File: src/rtl/segment_capture_pkg.sv
// Shared display constants: segment patterns, illegal-digit code, digit count.
// Latency: n/a (constants, types and pure functions only).
// Backpressure: n/a.
package segment_capture_pkg;

   // Number of digit positions on the multiplexed display.
   localparam int NUM_DIGITS = 6;

   // Code stored for a pattern that is not one of the ten legal digits.
   localparam logic [3:0] DIGIT_ILLEGAL = 4'hF;

   // Active-low segment patterns {g,f,e,d,c,b,a}, shared with the display encoder.
   localparam logic [6:0] SEG_PAT_0 = 7'h40;
   localparam logic [6:0] SEG_PAT_1 = 7'h79;
   localparam logic [6:0] SEG_PAT_2 = 7'h24;
   localparam logic [6:0] SEG_PAT_3 = 7'h30;
   localparam logic [6:0] SEG_PAT_4 = 7'h19;
   localparam logic [6:0] SEG_PAT_5 = 7'h12;
   localparam logic [6:0] SEG_PAT_6 = 7'h02;
   localparam logic [6:0] SEG_PAT_7 = 7'h78;
   localparam logic [6:0] SEG_PAT_8 = 7'h00;
   localparam logic [6:0] SEG_PAT_9 = 7'h10;

   // How many digit enables are active in one sample.
   typedef enum logic [1:0] {
      SEL_NONE  = 2'd0,
      SEL_ONE   = 2'd1,
      SEL_MULTI = 2'd2
   } sel_class_t;

   // One observed bus sample; the stability counter compares whole samples.
   typedef struct packed {
      logic [NUM_DIGITS-1:0] sel;
      logic [6:0]            seg;
   } sample_t;

   // Classify a digit-enable vector as idle, one-hot or conflicting.
   function automatic sel_class_t classify_sel(input logic [NUM_DIGITS-1:0] sel);
      int unsigned ones;
      ones = 0;
      for (int i = 0; i < NUM_DIGITS; i++) begin
         ones = ones + {31'd0, sel[i]};
      end
      if (ones == 0) begin
         return SEL_NONE;
      end else if (ones == 1) begin
         return SEL_ONE;
      end
      return SEL_MULTI;
   endfunction

endpackage

File: src/rtl/segment_capture_decode.sv
// Combinational seven-segment pattern to BCD digit decoder with legality flag.
// Latency: 0 cycles (purely combinational).
// Backpressure: none; output follows input continuously.
import segment_capture_pkg::*;

module seg_pattern_decode (
   input  logic [6:0] i_pattern,
   output logic [3:0] o_digit,
   output logic       o_legal
);

   // Map each legal active-low pattern to its digit; anything else is illegal.
   always_comb begin
      o_digit = DIGIT_ILLEGAL;
      o_legal = 1'b0;
      case (i_pattern)
         SEG_PAT_0: begin o_digit = 4'd0; o_legal = 1'b1; end
         SEG_PAT_1: begin o_digit = 4'd1; o_legal = 1'b1; end
         SEG_PAT_2: begin o_digit = 4'd2; o_legal = 1'b1; end
         SEG_PAT_3: begin o_digit = 4'd3; o_legal = 1'b1; end
         SEG_PAT_4: begin o_digit = 4'd4; o_legal = 1'b1; end
         SEG_PAT_5: begin o_digit = 4'd5; o_legal = 1'b1; end
         SEG_PAT_6: begin o_digit = 4'd6; o_legal = 1'b1; end
         SEG_PAT_7: begin o_digit = 4'd7; o_legal = 1'b1; end
         SEG_PAT_8: begin o_digit = 4'd8; o_legal = 1'b1; end
         SEG_PAT_9: begin o_digit = 4'd9; o_legal = 1'b1; end
         default:   begin o_digit = DIGIT_ILLEGAL; o_legal = 1'b0; end
      endcase
   end

endmodule

File: src/rtl/segment_capture.sv
// Samples a multiplexed 7-seg bus, debounces each digit, and publishes whole frames.
// Latency: STABLE_CYCLES+1 clocks from first stable sample of the last digit to o_frame_valid.
// Backpressure: none; the bus is sampled every cycle. Optional err_count: SEGMENT_CAPTURE_ERR_CNT_EN.
import segment_capture_pkg::*;

module segment_capture #(
   parameter int STABLE_CYCLES = 4
) (
   input  logic       i_clock,
   input  logic       i_reset,
   input  logic [6:0] i_seg_in,
   input  logic [5:0] i_digit_sel,
   output logic [3:0] o_digit_0,
   output logic [3:0] o_digit_1,
   output logic [3:0] o_digit_2,
   output logic [3:0] o_digit_3,
   output logic [3:0] o_digit_4,
   output logic [3:0] o_digit_5,
   output logic       o_frame_valid,
   output logic       o_pattern_err,
   output logic       o_sel_err,
   output logic [7:0] o_err_count
);

   // Counter saturates at CNT_HOLD; a dwell is accepted on the step from CNT_PRE.
   localparam logic [3:0] CNT_HOLD = 4'(STABLE_CYCLES - 1);
   localparam logic [3:0] CNT_PRE  = 4'(STABLE_CYCLES - 2);

   sample_t                 w_sample;
   sample_t                 r_prev;
   logic [3:0]              r_cnt;
   sel_class_t              w_sel_class;
   logic                    w_same;
   logic                    w_accept;
   logic                    w_accept_one;
   logic                    w_accept_multi;
   logic [3:0]              w_dec_digit;
   logic                    w_dec_legal;
   logic                    w_pat_err_evt;
   logic                    w_frame_done;
   logic [NUM_DIGITS-1:0]   w_cap_set;
   logic [NUM_DIGITS-1:0]   r_captured;
   logic [3:0]              r_shadow [NUM_DIGITS];
   logic [3:0]              r_digit  [NUM_DIGITS];
   logic                    r_frame_valid;
   logic                    r_pattern_err;
   logic                    r_sel_err;

   assign w_sample    = {i_digit_sel, i_seg_in};
   assign w_sel_class = classify_sel(i_digit_sel);
   assign w_same      = (w_sample == r_prev);

   // A dwell is accepted exactly once: on the cycle the counter would reach CNT_HOLD.
   assign w_accept       = w_same && (r_cnt == CNT_PRE) && (w_sel_class != SEL_NONE);
   assign w_accept_one   = w_accept && (w_sel_class == SEL_ONE);
   assign w_accept_multi = w_accept && (w_sel_class == SEL_MULTI);
   assign w_pat_err_evt  = w_accept_one && !w_dec_legal;

   // All slots captured: next edge publishes the frame and starts a new one.
   assign w_frame_done = &r_captured;
   assign w_cap_set    = w_accept_one ? i_digit_sel : '0;

   seg_pattern_decode u_decode (
      .i_pattern (i_seg_in),
      .o_digit   (w_dec_digit),
      .o_legal   (w_dec_legal)
   );

   // Previous-sample register and stability counter; idle or changed samples restart the dwell.
   always_ff @(posedge i_clock or posedge i_reset) begin
      if (i_reset) begin
         r_prev <= '0;
         r_cnt  <= '0;
      end else begin
         r_prev <= w_sample;
         if ((w_sel_class == SEL_NONE) || !w_same) begin
            r_cnt <= '0;
         end else if (r_cnt != CNT_HOLD) begin
            r_cnt <= r_cnt + 4'd1;
         end
      end
   end

   // Shadow slots: latest accepted value per digit wins until the frame is published.
   always_ff @(posedge i_clock or posedge i_reset) begin
      if (i_reset) begin
         for (int n = 0; n < NUM_DIGITS; n++) begin
            r_shadow[n] <= '0;
         end
      end else begin
         for (int n = 0; n < NUM_DIGITS; n++) begin
            if (w_accept_one && i_digit_sel[n]) begin
               r_shadow[n] <= w_dec_digit;
            end
         end
      end
   end

   // Captured bits: cleared on publish, but a same-cycle capture belongs to the new frame.
   always_ff @(posedge i_clock or posedge i_reset) begin
      if (i_reset) begin
         r_captured <= '0;
      end else begin
         r_captured <= (w_frame_done ? '0 : r_captured) | w_cap_set;
      end
   end

   // Publish: copy all shadow slots at once and pulse frame_valid for one cycle.
   always_ff @(posedge i_clock or posedge i_reset) begin
      if (i_reset) begin
         r_frame_valid <= 1'b0;
         for (int n = 0; n < NUM_DIGITS; n++) begin
            r_digit[n] <= '0;
         end
      end else begin
         r_frame_valid <= w_frame_done;
         if (w_frame_done) begin
            for (int n = 0; n < NUM_DIGITS; n++) begin
               r_digit[n] <= r_shadow[n];
            end
         end
      end
   end

   // Sticky error flags, cleared only by reset.
   always_ff @(posedge i_clock or posedge i_reset) begin
      if (i_reset) begin
         r_pattern_err <= 1'b0;
         r_sel_err     <= 1'b0;
      end else begin
         if (w_pat_err_evt) begin
            r_pattern_err <= 1'b1;
         end
         if (w_accept_multi) begin
            r_sel_err <= 1'b1;
         end
      end
   end

`ifdef SEGMENT_CAPTURE_ERR_CNT_EN
   logic       w_err_evt;
   logic [7:0] r_err_count;

   assign w_err_evt = w_pat_err_evt || w_accept_multi;

   // Saturating count of rejected dwells (illegal pattern or conflicting select).
   always_ff @(posedge i_clock or posedge i_reset) begin
      if (i_reset) begin
         r_err_count <= '0;
      end else if (w_err_evt && (r_err_count != 8'hFF)) begin
         r_err_count <= r_err_count + 8'd1;
      end
   end

   assign o_err_count = r_err_count;
`else
   assign o_err_count = '0;
`endif

   assign o_digit_0     = r_digit[0];
   assign o_digit_1     = r_digit[1];
   assign o_digit_2     = r_digit[2];
   assign o_digit_3     = r_digit[3];
   assign o_digit_4     = r_digit[4];
   assign o_digit_5     = r_digit[5];
   assign o_frame_valid = r_frame_valid;
   assign o_pattern_err = r_pattern_err;
   assign o_sel_err     = r_sel_err;

endmodule

File: config.mk
export PLATFORM = sky130hd
export DESIGN_NAME = segment_capture
export DESIGN_NICKNAME = d
export VERILOG_FILES = /design/src/rtl/segment_capture_pkg.sv /design/src/rtl/segment_capture_decode.sv /design/src/rtl/segment_capture.sv
export SDC_FILE = /design/constraint.sdc
export NUM_CORES = 1
export LEC_CHECK = 0
export ABC_AREA = 0
export BUFFER_PORTS_ARGS = -buffer_cell sky130_fd_sc_hd__buf_2
export CORE_ASPECT_RATIO = 1.1
export CORE_UTILIZATION = 61
export DETAILED_ROUTE_END_ITERATION = 6
export HOLD_SLACK_MARGIN = 0.06
export PLACE_DENSITY = 0.91
export SETUP_SLACK_MARGIN = 0.1
export SKIP_LAST_GASP = 1
export SLEW_MARGIN = 10
export SYNTH_ARGS = -nofsm -noshare
export SYNTH_HDL_FRONTEND = slang
export SYNTH_SLANG_ARGS = --single-unit
File: constraint.sdc
create_clock -name i_clock -period 5 [get_ports i_clock]
set_clock_uncertainty 0.2 [all_clocks]
set_input_delay 0.75 -clock i_clock [delete_from_list [all_inputs] [get_ports i_clock]]
set_output_delay 0.75 -clock i_clock [all_outputs]
set_load 0.005 [all_outputs]
==> results_dict.tcl <==
set metrics [dict create \
    status "finished, final reports clean" \
    max_freq_mhz 260 \
    initial_core_util_pct 64.7 \
    syn_inst 269 \
    worstPathRequired_ns 5.08 \
    num_rows 27 \
    yosysMostFrequentCell "dfrtp_1" \
    area_delta_synth_final_pct 12.8 \
    htree_levels 3 \
    worstSetupStartpointType "input port" \
    core_area_um2 5130 \
    timing.rr.start "r_prev[9]" \
    dp_hpwl_mm 4.35 \
    synth_edf_count 0 \
    min_period_ns 3.85 \
    ctsHoldBuffers 0 \
    cts_buffer_depth 2 \
    numCtsBuffers 9 \
    place.gp.congestion 0.826 \
    routed_wirelength_mm 6.25 \
    min_from "o_sel_err" \
    crit_arrival_ns 3.94 \
    cts_root_buf "clkbuf_8" \
    synth_top_area_share_pct 55.8 \
    synth_compound_area_share_pct 8.67 \
    vdd_drop_max_uv 205 \
    muxShareOfSynthArea_pct 11.8 \
    ys_ff_latch 74 \
    vias_per_cell 5.55 \
    ys_seq_area_share_pct 55.8 \
    overflow 0 \
    max-cap-violations 0 \
    io_buffers 41 \
    crit_top_cell "fa_1" \
    synth_top_area_cell "dfrtp_1" \
    synth_top_family_by_area "multiplexers" \
    grt_pass1_vias 2193 \
    crit_family "adder cells" \
    synth_area_leaders "dfrtp_1 56%, mux2_2 8.1%, xnor2_1 4.0%" \
    drt_pass1_iterations 4 \
    avgSynthCellArea_um2 12.3 \
    leakagePower_nw 1.82 \
    worstMarginPinSlew_ns 0.851 \
    syn_area_um2 3320 \
    antenna_cells 0 \
    cp_max_fo 18 \
    whs_endpoint "o_sel_err" \
    slowest_delay_ns 0.73 \
    clock_sinks 74 \
    fp.dieH_um 79.4 \
    drive_gt1_share_pct 31.8 \
    grt_max_degree 42 \
    drt_iter0_markers 93 \
    end_kind "register" \
    slew_viol_final 0 \
    synthSimpleGateAreaFrac_pct 10.2 \
    clock_latency_ns 0.36 \
    powerDensity_nw_per_um2 296 \
    final-setup-viol-count 0 \
    synthAdderAreaFrac_pct 2.94 \
    period_share_pct 77.0 \
    setup_tns_ns 0 \
    cts_resized 0 \
    crit_cells 12 \
    synth_cell_types 43 \
    ys_top_cells_by_count "74 x dfrtp_1, 30 x inv_1, 24 x mux2_2, 20 x a21oi_1, 15 x xnor2_1" \
    rsz0062_at_grt "no" \
    synthArstFlopShare_pct 100 \
    io_pins 50 \
    dieArea_um2 5740 \
    grt_pass1_wl_mm 10.5 \
    tritoncts "done" \
    synth_top_flop_cell "dfrtp_1" \
    path_buf_inv 3 \
    post_cts_buffers 0 \
    finalHoldViolCount 0 \
    hp-class "register to register" \
    antenna_found_initial 0 \
    via_count 2182 \
    crit_path_top_delay_cell "nor4_4" \
    ys_warn_count 0 \
    holdPathStages 1 \
    grt_usage_pct 25.0 \
    die_width_um 72.4 \
    synth_xor_area_share_pct 4.22 \
    rrSetupSlack_ns 2.73 \
    nets 337 \
    drtAntennaViolNets 0 \
    criticalPathCategory "input port to register" \
    rr_endpoint "r_shadow[16]" \
    drc 0 \
    rr_worst_depth 5 \
    wl_per_cell_um 15.9 \
    slew-limit-headroom_pct 42.8 \
    clk_pin_slew_ns 0.08 \
    fin_util_pct 73.0 \
    crit_chain "buf_2 > inv_1 > fa_1 > fa_1 > inv_1 > ha_1 > fa_1 > or3_1 > nand2_1 > nor4_4 > a21oi_1 > a21oi_2" \
]
final cells by class:
type,count,area (µm²)
multi-input cells,158,1290
clock buffers,9,124
inverters,30,113
fillers,360,1390
repair buffers,43,220
clock inverters,7,58.8
well taps,72,90.1
flip-flops and latches,74,1850
kinds of logic (layout without fill, tap and decap cells):
family	after synthesis	in the layout
AO/OA/AOI/OAI	42	42
XOR/XNOR	16	16
adder cells (fa/ha/maj)	6	6
buffers and inverters	44	89
flip-flops	74	74
multiplexers	36	36
other	1	8
AND/OR/NAND/NOR	50	50
flip-flops by register name (all words and copies together) (netlist names), 4 cells and up:
signal,flops
r_shadow,24
r_prev,13
r_captured,6
o_digit_0,4
o_digit_1,4
o_digit_2,4
o_digit_3,4
o_digit_4,4
o_digit_5,4
r_cnt,4
report_power, final:
part | internal [mW] | switching, mW | leakage [nW]
logic | 0.0251 | 0.0478 | 0.855
clock network | 0.188 | 0.241 | 0.0872
registers | 0.603 | 0.00254 | 0.879
per-layer routing:
layer | global-route usage, % | up-vias | wire, µm
met1 | 32.2 | 1087 | 2670
met4 | 14.7 | 0 | 181
li1 | - | 993 | -
met2 | 37.2 | 83 | 3070
met5 | 0 | - | 0
met3 | 8.08 | 19 | 332
placed cells by master (no fill, tap or decap), drive strengths merged, types with 2 or more instances in the layout:
cell / instances
buf: 43
fa: 3
inv: 34
conb: 8
a21oi: 26
xnor2: 15
clkbuf: 9
and2: 8
clkinvlp: 2
nand2b: 3
nand3b: 2
nand3: 2
o21ai: 7
nand2: 11
mux2i: 12
or3: 3
dfrtp: 74
nand4: 5
ha: 3
mux2: 24
nor2: 4
nor3: 3
nor4: 3
worst max-delay path by stage:
stage                         startpoint            to  slack (ns)
after floorplan           i_digit_sel[0]  r_shadow[23]        1.31
after global placement    i_digit_sel[0]  r_shadow[20]        0.91
after detailed placement  i_digit_sel[0]  r_shadow[16]        0.81
after CTS                 i_digit_sel[0]  r_shadow[16]        1.18
after global routing      i_digit_sel[0]   r_shadow[3]        0.94
final                     i_digit_sel[0]  r_shadow[16]        1.15
per-stage QoR:
step | total power, mW | worst slack [ns] | instance area [µm²] | hold slack, ns | std cells
after floorplan | 0.672 | 1.31 | 3350 | 0.259 | 276
after global placement | 0.686 | 0.911 | 3560 | 0.243 | 377
after detailed placement | 0.689 | 0.806 | 3560 | 0.251 | 377
after CTS | 1.11 | 1.18 | 3750 | 0.273 | 393
after global routing | 1.15 | 0.936 | 3750 | 0.293 | 393
final | 1.11 | 1.15 | 3750 | 0.266 | 393
Power figures use the tool's default switching activity.
